**config.mk**
```make
export PLATFORM = sky130hd
export DESIGN_NAME = window_demux9
export DESIGN_NICKNAME = d
export VERILOG_FILES = /design/src/rtl/window_pkg.sv /design/src/rtl/window_fill_tracker.sv /design/src/rtl/window_demux9.sv
export SDC_FILE = /design/constraint.sdc
export NUM_CORES = 1
export LEC_CHECK = 0
export BUFFER_PORTS_ARGS = -buffer_cell sky130_fd_sc_hd__buf_2
export CORE_MARGIN = 2
export CORE_UTILIZATION = 45
export DETAILED_ROUTE_END_ITERATION = 7
export PLACE_DENSITY = 0.64
export SETUP_SLACK_MARGIN = 0.5
export SYNTH_ARGS = -nofsm -noshare
export SYNTH_HDL_FRONTEND = slang
export SYNTH_HIERARCHICAL = 1
export SYNTH_SLANG_ARGS = --single-unit
```
**constraint.sdc**
```tcl
create_clock -name clk -period 6 [get_ports clk]
set_input_delay 1.2 -clock clk [delete_from_list [all_inputs] [get_ports clk]]
set_output_delay 1.2 -clock clk [all_outputs]
set_load 0.005 [all_outputs]
```
**src/rtl/window_pkg.sv**
```systemverilog
// Shared window definitions for the 3x3 kernel byte selector/demux pair.
// Holds widths, the packed window type and small mask helpers.
package window_pkg;

   localparam int DATA_W    = 8;
   localparam int NUM_SLOTS = 9;
   localparam int SEL_W     = 5;
   localparam int IDX_W     = 4;
   localparam int CNT_W     = 4;
   localparam logic [SEL_W-1:0] SEL_MAX = SEL_W'(NUM_SLOTS - 1);

   typedef logic [0:NUM_SLOTS-1][DATA_W-1:0] window_t;

   // One-hot mask bit for a slot; bit k of the mask belongs to slot k.
   function automatic logic [NUM_SLOTS-1:0] slot_bit(input logic [IDX_W-1:0] idx);
      logic [NUM_SLOTS-1:0] one;
      one = {{(NUM_SLOTS-1){1'b0}}, 1'b1};
      return one << idx;
   endfunction

   function automatic logic [CNT_W-1:0] popcount(input logic [NUM_SLOTS-1:0] m);
      logic [CNT_W-1:0] cnt;
      cnt = {CNT_W{1'b0}};
      for (int i = 0; i < NUM_SLOTS; i++) begin
         cnt = cnt + {{(CNT_W-1){1'b0}}, m[i]};
      end
      return cnt;
   endfunction

endpackage

```
**src/rtl/window_fill_tracker.sv**
```systemverilog
// Written-slot mask for the fill buffer: set one slot per cycle, bulk clear,
// full flag and popcount.
module window_fill_tracker
   import window_pkg::*;
(
   input  logic                 clk,
   input  logic                 rst,
   input  logic                 set_en,
   input  logic [IDX_W-1:0]     set_idx,
   input  logic                 clear,
   output logic [NUM_SLOTS-1:0] mask,
   output logic                 fill_full,
   output logic [CNT_W-1:0]     fill_count
);

   logic [NUM_SLOTS-1:0] mask_r;

   // Clear wins over set: a completing byte is already folded into the copied window.
   always_ff @(posedge clk or posedge rst) begin
      if (rst) begin
         mask_r <= {NUM_SLOTS{1'b0}};
      end else if (clear) begin
         mask_r <= {NUM_SLOTS{1'b0}};
      end else if (set_en) begin
         mask_r <= mask_r | slot_bit(set_idx);
      end else begin
         mask_r <= mask_r;
      end
   end

   assign mask       = mask_r;
   assign fill_full  = (mask_r == {NUM_SLOTS{1'b1}});
   assign fill_count = popcount(mask_r);

endmodule

```
**src/rtl/window_demux9.sv**
```systemverilog
// Assembles addressed bytes into a 3x3 window; a fill buffer loads the next
// window while the output buffer waits on the consumer handshake.
module window_demux9
   import window_pkg::*;
(
   input  logic              clk,
   input  logic              rst,
   input  logic [DATA_W-1:0] in_data,
   input  logic [SEL_W-1:0]  in_sel,
   input  logic              in_valid,
   output logic              in_ready,
   output window_t           win_data,
   output logic              win_valid,
   input  logic              win_ready,
   output logic [CNT_W-1:0]  fill_count,
   output logic [SEL_W-1:0]  last_sel,
   output logic              err_sel
);

   logic [NUM_SLOTS-1:0] mask;
   logic                 fill_full;
   logic                 accept;
   logic                 sel_ok;
   logic                 write_en;
   logic                 out_free;
   logic                 completes;
   logic                 win_load;
   logic [IDX_W-1:0]     slot;
   window_t              fill_buf;
   window_t              next_fill;
   window_t              win_data_r;
   logic                 win_valid_r;
   logic [SEL_W-1:0]     last_sel_r;
   logic                 err_sel_r;

   assign in_ready  = !fill_full;
   assign accept    = in_valid & in_ready;
   assign sel_ok    = (in_sel <= SEL_MAX);
   assign write_en  = accept & sel_ok;
   assign slot      = in_sel[IDX_W-1:0];
   assign out_free  = !win_valid_r | win_ready;
   assign completes = write_en & ((mask | slot_bit(slot)) == {NUM_SLOTS{1'b1}});
   // Load on a fresh completion or to release a window parked in the fill buffer.
   assign win_load  = out_free & (completes | fill_full);

   window_fill_tracker u_tracker (
      .clk        (clk),
      .rst        (rst),
      .set_en     (write_en),
      .set_idx    (slot),
      .clear      (win_load),
      .mask       (mask),
      .fill_full  (fill_full),
      .fill_count (fill_count)
   );

   // Fill buffer contents including the byte accepted this cycle.
   always_comb begin
      next_fill = fill_buf;
      if (write_en) begin
         next_fill[slot] = in_data;
      end else begin
         next_fill = fill_buf;
      end
   end

   // Fill buffer, output buffer and status registers.
   always_ff @(posedge clk or posedge rst) begin
      if (rst) begin
         fill_buf    <= {(NUM_SLOTS*DATA_W){1'b0}};
         win_data_r  <= {(NUM_SLOTS*DATA_W){1'b0}};
         win_valid_r <= 1'b0;
         last_sel_r  <= {SEL_W{1'b0}};
         err_sel_r   <= 1'b0;
      end else begin
         fill_buf  <= next_fill;
         err_sel_r <= accept & !sel_ok;
         if (accept) begin
            last_sel_r <= in_sel;
         end else begin
            last_sel_r <= last_sel_r;
         end
         if (win_load) begin
            win_data_r  <= next_fill;
            win_valid_r <= 1'b1;
         end else if (win_ready) begin
            win_data_r  <= win_data_r;
            win_valid_r <= 1'b0;
         end else begin
            win_data_r  <= win_data_r;
            win_valid_r <= win_valid_r;
         end
      end
   end

   assign win_data  = win_data_r;
   assign win_valid = win_valid_r;
   assign last_sel  = last_sel_r;
   assign err_sel   = err_sel_r;

endmodule

```
==> impl_results.md <==
- GRT Overall Usage: 20.67%
- Initial DRC count: 387
- Core area: 15770 um^2
- Seq/Total Area, Yosys: 55.45%
- Final core utilization: 52.63%
- Sum Neg Setup Slack: 0 ps
- Routability cong.: 0.8115
- Setup Skew: 5.644 ps
- Synth area leaders: dfrtp_1 55%, mux2_2 12%, a21oi_1 10%
- Critical Path Fanout Max: 4
- Initial antenna violation count: 0
- Synth Warn #: 6
- Post-synth top flop: dfrtp_1
- Synth cell types: 44
- Yosys top cell area share: 55.45%
- Max stage delay on crit path: 550 ps
- Dpl hpwl: 10.46 mm
- M3 GR Usage: 4.072%
- Maximum vdd drop: 0.2239 mV
- Critical path's most frequent cell: fa_1
- Synth Area per Inst: 12.05 um^2
- Synthesized area: 7221 um^2
- Final Instance Count excl. Fillers: 898
- Critical path class: reg2out
- Hold Vio Cnt, Final: 0
- Layout Area Growth over Synthesis: 14.94%
- Chip Height: 130.7 um
- Area leader, netlist: dfrtp_1
- CP Capture Type: output pin
- Final setup viols: 0
- Grt peak-use layer: met2
- FILL cells: 1432
- Clock tree from TritonCTS: yes
- EDFF count, synth: 0
- Cell Rows: 46
- Die width: 130.7 um
- Commonest non-fill, non-tap cells in the layout: 160 x dfrtp_1, 145 x a21oi_1, 100 x buf_2
- GRT Residual Overflow: 0
- Final slew viol count: 0
- Port Buffers: 100
- Post CTS Setup Buffer Count: 0
- Max transition margin: 27.89%
- Routed WL: 16.86 mm
- First-pass GRT wire length: 27.06 mm
- Seq. cell area: 4004 um^2
- Number of iterations in the first detailed-routing pass: 4
- Final Cell Area: 8299 um^2
- Min cycle time layout: 4651 ps
- Critical Path RT: 4800 ps
- Routed WL per cell: 18.77 um
- Flop2flop setup slack: 2080 ps
- Via-to-Cell Ratio: 5.640
- CP Launch Type: register
- RSZ-0062 raised after global routing: false
- Most common cell after layout, fill and taps aside: dfrtp_1
- Grt met2 use: 32.84%
- Max Cap Viol: 0
- Worst hold-check path type: reg2reg
- Cts hold-fix bufs: 0
- Async S/R FF share, synth: 100.0%
- Clock Tree Root: clkbuf_16
- Worst hold slack: 493.1 ps
- Largest net degree at the start of global routing: 111
- PostCTS Resize Cnt: 0
- Dpl ws: 1794 ps
- M1 GR Usage: 28.40%
- Placed cell count: 867
- Fmax: 215.0 MHz
- PD cells: 314.1 nW/um^2
- Layout cells sized above 1: 37.83%
- DRC: 0
- Syn Nets: 624
- CP max-delay cell: fa_1
- Clock latency on the worst-skew pair: 410 ps
- Ant diodes: 0
- Worst path cell trace: inv_1 > fa_1 > fa_1 > fa_1 > fa_1 > fa_1 > xnor2_1 > buf_2
- Die area: 17070 um^2
- Static Leak: 3.852 nW
- Clk pin slew, worst setup/hold paths: 60 ps
- #FFs+latches synth: 160
- Status: complete, no violations
- Part of the cycle the worst path needs: 77.52%
- TritonCTS Buffers: 17
- CTS Buffer Depth: 2
- Clock sinks: 160
- Worst slew pin tran: 1082 ps
- Cell family with most CP delay: adder cells
- Final nets: 695
- Total power: 2.607 mW
- ANT nets after route: 0
- Vias in the first global route: 5053
- Synth Instances: 599
- Vias: 5065
- Placed Instance Area: 7752 um^2
- CP arrival: 3450 ps
- H-tree Lvls: 4
- Multi-input gate area: 2853 um^2
- Initial Util: 45.79%
- Final WS setup: 1349 ps
- Critical path buffers and inverters: 2
- Ports: 101
[worst register-to-register path, cell delays in order, from the launching register on]
cell	delay, ps
dfrtp_1	400
ha_1	170
nand4_1	140
nor2_4	120
buf_4	630
inv_1	250
nand2_1	350
o31a_2	930
buf_4	540
nor4_1	120
a21oi_1	160
[logic make-up (layout without fill, tap and decap cells)]
| logic type | count (synthesis) | after routing | synth area share [%] |
|---|---|---|---|
| AO/OA/AOI/OAI | 161 | 161 | 11.70 |
| XOR/XNOR | 1 | 1 | 0.1213 |
| adder cells (fa/ha/maj) | 8 | 8 | 1.906 |
| buffers and inverters | 73 | 156 | 5.389 |
| flip-flops | 160 | 160 | 55.45 |
| multiplexers | 82 | 82 | 12.75 |
| AND/OR/NAND/NOR | 114 | 114 | 12.68 |
[cell type report]
cell class	count	share of cell area [%]
tap	216	3.256
sequential	160	48.24
clock buffer	26	6.257
clock inverter	5	0.3317
multi-input combinational	366	34.37
timing repair buffer	107	6.664
inverter	18	0.8744
[registers in the layout (all words and copies together), names as in the netlist]
signal and flops:
win_data 72, win_valid 1, last_sel 5, fill_buf 72
u_tracker/mask 9, err_sel 1
[final timing paths]
kind                              startpoint           endpoint  depth (start not counted)
setup / recovery           u_tracker/mask[0]      fill_count[2]                          8
hold / removal                  fill_buf[57]       fill_buf[57]                          1
setup reg to reg           u_tracker/mask[0]       win_data[54]                         10
hold reg to reg                 fill_buf[57]       fill_buf[57]                          1
max in group asynchronous                rst       win_data[25]                          3
min in group asynchronous                rst  u_tracker/mask[6]                          2
[cells in the mapped netlist, types with 2 or more instances]
cell type,n
nand3b_1,3
inv_1,18
buf_4,2
nand4_1,2
or3b_1,2
buf_6,12
a21oi_1,145
mux2_2,80
o22ai_1,8
mux2i_1,2
nand2_2,3
nor3_1,4
nand2_1,5
nor4_2,28
nor2b_1,4
buf_2,13
a22oi_1,2
fa_1,5
dfrtp_1,160
ha_1,3
clkbuf_1,26
nor4_1,45
nor2_1,6
[report_power, final]
group	total (mW)	internal (mW)	switching [mW]
Clock	0.990	0.590	0.400
Sequential	1.23	1.19	0.0395
Combinational	0.388	0.181	0.206
[metal layers]
metal	up-vias	wire [um]
li1	2361	-
met2	103	8367
met4	0	236
met1	2581	7568
met5	-	0
met3	20	686
(Power assumes the default switching activity.)
